<file path="src/rtl/sram_like_arbiter.sv">
// Merges instruction fetch and data load/store onto one sram-like bus and raises a single pipeline stall.
// Build option ARB_INST_FIRST_EN: fetch wins when both channels are pending (default: data wins).
//
// state | meaning
// IDLE  | no bus transaction outstanding; arbitrate pending channels
// REQ   | mem_req asserted, waiting for mem_addr_ok
// WAIT  | address accepted, waiting for mem_data_ok
module sram_like_arbiter #(
  parameter  int ADDR_W = 32,
  parameter  int DATA_W = 32,
  localparam int BE_W   = DATA_W / 8
) (
  input  logic              clk,
  input  logic              rst,
  input  logic              inst_req,
  input  logic [ADDR_W-1:0] inst_addr,
  output logic [DATA_W-1:0] inst_rdata,
  input  logic              data_req,
  input  logic              data_wr,
  input  logic [BE_W-1:0]   data_be,
  input  logic [ADDR_W-1:0] data_addr,
  input  logic [DATA_W-1:0] data_wdata,
  output logic [DATA_W-1:0] data_rdata,
  output logic              cpu_stall,
  output logic              mem_req,
  output logic              mem_wr,
  output logic [BE_W-1:0]   mem_be,
  output logic [ADDR_W-1:0] mem_addr,
  output logic [DATA_W-1:0] mem_wdata,
  input  logic              mem_addr_ok,
  input  logic              mem_data_ok,
  input  logic [DATA_W-1:0] mem_rdata
);

  typedef enum logic [1:0] {IDLE, REQ, WAIT} state_t;

  state_t            state, state_nxt;
  logic              sel_data, sel_data_nxt;
  logic              inst_done, inst_done_nxt;
  logic              data_done, data_done_nxt;
  logic              mem_req_nxt, mem_wr_nxt;
  logic [BE_W-1:0]   mem_be_nxt;
  logic [ADDR_W-1:0] mem_addr_nxt;
  logic [DATA_W-1:0] mem_wdata_nxt;
  logic [DATA_W-1:0] inst_rdata_nxt, data_rdata_nxt;
  logic              inst_pend, data_pend, pick_data;

  assign inst_pend = inst_req & ~inst_done;
  assign data_pend = data_req & ~data_done;
  // Only registered done flags feed the stall, so no mem_* input reaches it combinationally.
  assign cpu_stall = inst_pend | data_pend;

`ifdef ARB_INST_FIRST_EN
  assign pick_data = data_pend & ~inst_pend;
`else
  assign pick_data = data_pend;
`endif

  always_comb begin
    state_nxt      = state;
    sel_data_nxt   = sel_data;
    inst_done_nxt  = inst_done;
    data_done_nxt  = data_done;
    mem_req_nxt    = mem_req;
    mem_wr_nxt     = mem_wr;
    mem_be_nxt     = mem_be;
    mem_addr_nxt   = mem_addr;
    mem_wdata_nxt  = mem_wdata;
    inst_rdata_nxt = inst_rdata;
    data_rdata_nxt = data_rdata;

    case (state)
      IDLE: begin
        if (inst_pend | data_pend) begin
          state_nxt    = REQ;
          mem_req_nxt  = 1'b1;
          sel_data_nxt = pick_data;
          if (pick_data) begin
            mem_wr_nxt    = data_wr;
            mem_be_nxt    = data_wr ? data_be : '0;
            mem_addr_nxt  = data_addr;
            mem_wdata_nxt = data_wdata;
          end else begin
            mem_wr_nxt    = 1'b0;
            mem_be_nxt    = '0;
            mem_addr_nxt  = inst_addr;
            mem_wdata_nxt = '0;
          end
        end
      end
      REQ: begin
        if (mem_addr_ok) begin
          mem_req_nxt = 1'b0;
          state_nxt   = WAIT;
        end
      end
      WAIT: begin
        if (mem_data_ok) begin
          state_nxt = IDLE;
          if (sel_data) begin
            if (!mem_wr) data_rdata_nxt = mem_rdata;
            data_done_nxt = 1'b1;
          end else begin
            inst_rdata_nxt = mem_rdata;
            inst_done_nxt  = 1'b1;
          end
        end
      end
      default: state_nxt = IDLE;
    endcase

    // Pipeline advance releases both channels for the next instruction.
    if (!cpu_stall) begin
      inst_done_nxt = 1'b0;
      data_done_nxt = 1'b0;
    end
  end

  always_ff @(posedge clk) begin
    if (rst) begin
      state      <= IDLE;
      sel_data   <= 1'b0;
      inst_done  <= 1'b0;
      data_done  <= 1'b0;
      mem_req    <= 1'b0;
      mem_wr     <= 1'b0;
      mem_be     <= '0;
      mem_addr   <= '0;
      mem_wdata  <= '0;
      inst_rdata <= '0;
      data_rdata <= '0;
    end else begin
      state      <= state_nxt;
      sel_data   <= sel_data_nxt;
      inst_done  <= inst_done_nxt;
      data_done  <= data_done_nxt;
      mem_req    <= mem_req_nxt;
      mem_wr     <= mem_wr_nxt;
      mem_be     <= mem_be_nxt;
      mem_addr   <= mem_addr_nxt;
      mem_wdata  <= mem_wdata_nxt;
      inst_rdata <= inst_rdata_nxt;
      data_rdata <= data_rdata_nxt;
    end
  end

endmodule

</file>
<file path="config.mk">
export PLATFORM = sky130hd
export DESIGN_NAME = sram_like_arbiter
export DESIGN_NICKNAME = d
export VERILOG_FILES = /design/src/rtl/sram_like_arbiter.sv
export SDC_FILE = /design/constraint.sdc
export NUM_CORES = 1
export LEC_CHECK = 0
export BUFFER_PORTS_ARGS = -buffer_cell sky130_fd_sc_hd__buf_2
export CAP_MARGIN = 20
export CORE_ASPECT_RATIO = 0.75
export CORE_UTILIZATION = 35
export DETAILED_ROUTE_END_ITERATION = 8
export PLACE_DENSITY = 0.6
export SETUP_SLACK_MARGIN = 0.15
export SLEW_MARGIN = 10
export SYNTH_ARGS = -nofsm -noshare
export SYNTH_HDL_FRONTEND = slang
export SYNTH_SLANG_ARGS = --single-unit
</file>
<file path="constraint.sdc">
create_clock -name clk -period 3.6 [get_ports clk]
set_input_delay 0.54 -clock clk [delete_from_list [all_inputs] [get_ports clk]]
set_output_delay 0.54 -clock clk [all_outputs]
set_load 0.02 [all_outputs]
</file>
==> run metrics <==
Syn Inst Count=around 600; Cell Chain, Critical Path=nand2b_4 > nand2_1 > buf_2; average size of a mapped cell=~9.4 um2; unrepaired setup endpoints after global routing=false; gpl congestion=0.742; switching part of the total=a little over a quarter; antenna diode count=0; final setup fails=0; Starting Density=a little over a third; Lkg Pwr=between 3 and 4 nW; PnR worst setup slack=~1.4 ns; post_cts resized=0; Yosys cell types=30; grt total ovfl=0; pin count of the biggest net entering global routing=65; crit path launch type=register; DR pass1 iterations=4; Pint=around 3 mW; Placed Area=a little over 7000 um2; sequential area share after synthesis=48.2%; Final Slew Violations=0; Layout area overhead=36.4%; Max VDD drop=around 0.30 mV; asr flop ratio synth=0%; first-pass GRT wire length=24.9 mm; DIE WIDTH=roughly 150 um; Worst-path clk slew=about 0.060 ns; vias in the first global route=just under 5000; I/O pin total=274; routed length per instance=14.6 um; Nets=around 1000; layout cells sized above 1=40.5%; Max-Cap Viols=0; slowest CP cell=nand2b_4; # fillers=1536; EDFF count, synth=0; Setup CP Type=register to primary output; initial detailed-routing violation count=roughly 230; CTS tree=done; Final Util=about half; core area=16100 um2; Slew @ Worst Pin=approximately 0.8 ns; CP endpoint kind=primary output; Fmax=between 400 and 500 MHz; Post-Synthesis Cell Area=roughly 5800 um2; Post-Place Worst Slack=about 1.2 ns; clock network power share=between 40 and 50%; Fin. Hold Viols=0; Yosys reg bits=~140; Finished Cell Area=7880 um2; CTS Buf Count=17; period utilisation layout=62.5%; die area=17000 um2; Routed WL=~16 mm; YS warnings=0; clock skew=approximately 0.010 ns; area of the multi-input gates=between 2000 and 3000 um2; Pwr Density=515 nW/um2; Crit. Startpoint=data_done; Clock Tree Buf Depth=2; Worst Hold Class=primary input to register; Sink Count=between 100 and 150; max_slew headroom=a little under half; Critical Path RT=slightly above 3 ns; NetSw=about 1.1 mW; Clock Latency Late Sink=0.42 ns; Post-CTS Setup Inserts=0; Clock Tree Root=clkbuf_16; post-layout min period=2.25 ns; hold wc startpoint=data_wdata[29]; CP peak stage delay=approximately 0.54 ns; global-route usage over all layers=between 10% and 20%; port bufs=273; DRC Markers=0; status=finished clean; DR vias/cell=4.84; H-tree Lvls=4; number of core rows=40; Comb power frac=roughly 14%; die height=around 110 um; DPL Wire Length=approximately 11 mm; commonest non-fill, non-tap cells in the layout=buf_2, nand2_1, dfxtp_1; initial antenna violation count=0; commonest non-fill, non-tap cell in the layout=buf_2; Crit path arrival time=~1.7 ns; Routed Antenna Nets=0; CTS Hold Buffers Added=0; sequential power share=40.8%; syn nets=751; Synth Flop Type=dfxtp_1; RR Startpoint=data_done; register area=2780 um2; setup_tns=0 ns; via count=around 5200; crit path max fanout=47
cells by family (layout without fill, tap and decap cells):
kind of cell / after synthesis / in the layout / share of synthesized area, %
compound gates: 109 / 109 / 17.1
buf+inv: 58 / 317 / 4.96
flops: 139 / 139 / 48.2
mux: 64 / 64 / 11.1
simple gates: 242 / 242 / 18.7
stage by stage:
stage / total power, mW / std cells / hold WS (ns)
floorplan: 2.04 / 612 / 0.442
global placement: 2.25 / 1049 / 0.438
detailed placement: 2.25 / 1049 / 0.444
CTS: 4.11 / 1081 / 0.311
global route: 4.23 / 1081 / 0.308
finish: 4.06 / 1081 / 0.329
cell usage after synthesis, types with 2 or more instances:
| cell | instances | area share [%] |
|---|---|---|
| dfxtp_1 | 139 | 48 |
| a32o_1 | 37 | 6.4 |
| buf_2 | 13 | 1.1 |
| nor2b_1 | 36 | 3.9 |
| nor2_1 | 2 | 0.13 |
| o211ai_2 | 30 | 6.5 |
| o211ai_1 | 2 | 0.26 |
| a21oi_1 | 35 | 3.0 |
| buf_6 | 4 | 0.78 |
| mux2i_1 | 64 | 11 |
| nand2b_1 | 2 | 0.22 |
| buf_1 | 5 | 0.32 |
| nand3_1 | 32 | 2.8 |
| clkbuf_1 | 28 | 1.8 |
| nand2_1 | 163 | 11 |
| buf_4 | 6 | 0.78 |
layer usage:
metal / share of wire [%] / GRT usage [%]
met2: 45 / 28.2
met5: 0 / 0
met1: 46 / 24.5
met3: 8.4 / 6.94
met4: 1.1 / 6.26
final cells by class:
cell class	instances	share of cell area, %
Inverter	2	0.0953
Clock inverter	12	2.05
Sequential cell	139	35.3
Multi-Input combinational cell	415	34.8
Clock buffer	20	5.92
Timing Repair Buffer	283	18.5
Tap cell	210	3.33
critical path: cells and delay by family, from the launching register on:
kind	cells	cell delay [ns]
and+or+nand+nor	2	0.72
DFF	1	0.36
buffers and inverters	1	0.21
power by group through the flow:
stage / Combinational, mW / Sequential [mW] / Clock [mW]
after floorplan: 0.263 / 1.78 / 0
after global placement: 0.564 / 1.69 / 0
after detailed placement: 0.565 / 1.69 / 0
after CTS: 0.565 / 1.66 / 1.89
after global routing: 0.606 / 1.67 / 1.96
final: 0.558 / 1.66 / 1.84
sequential cells by signal, summed over array words and instances (netlist names):
register    flops
state           2
data_done       1
inst_rdata     32
mem_addr       32
mem_req         1
mem_wdata      32
inst_done       1
mem_wr          1
mem_be          4
sel_data        1
data_rdata     32
path summary, 6_finish.rpt:
check	to	slack (ns)	depth (start not counted)
setup / recovery	cpu_stall	1.35	3
hold / removal	mem_wdata[29]	0.33	2
setup reg to reg	mem_addr[4]	1.69	4
hold reg to reg	mem_req	0.45	2
Note: power is estimated with default switching activity, not from simulation.
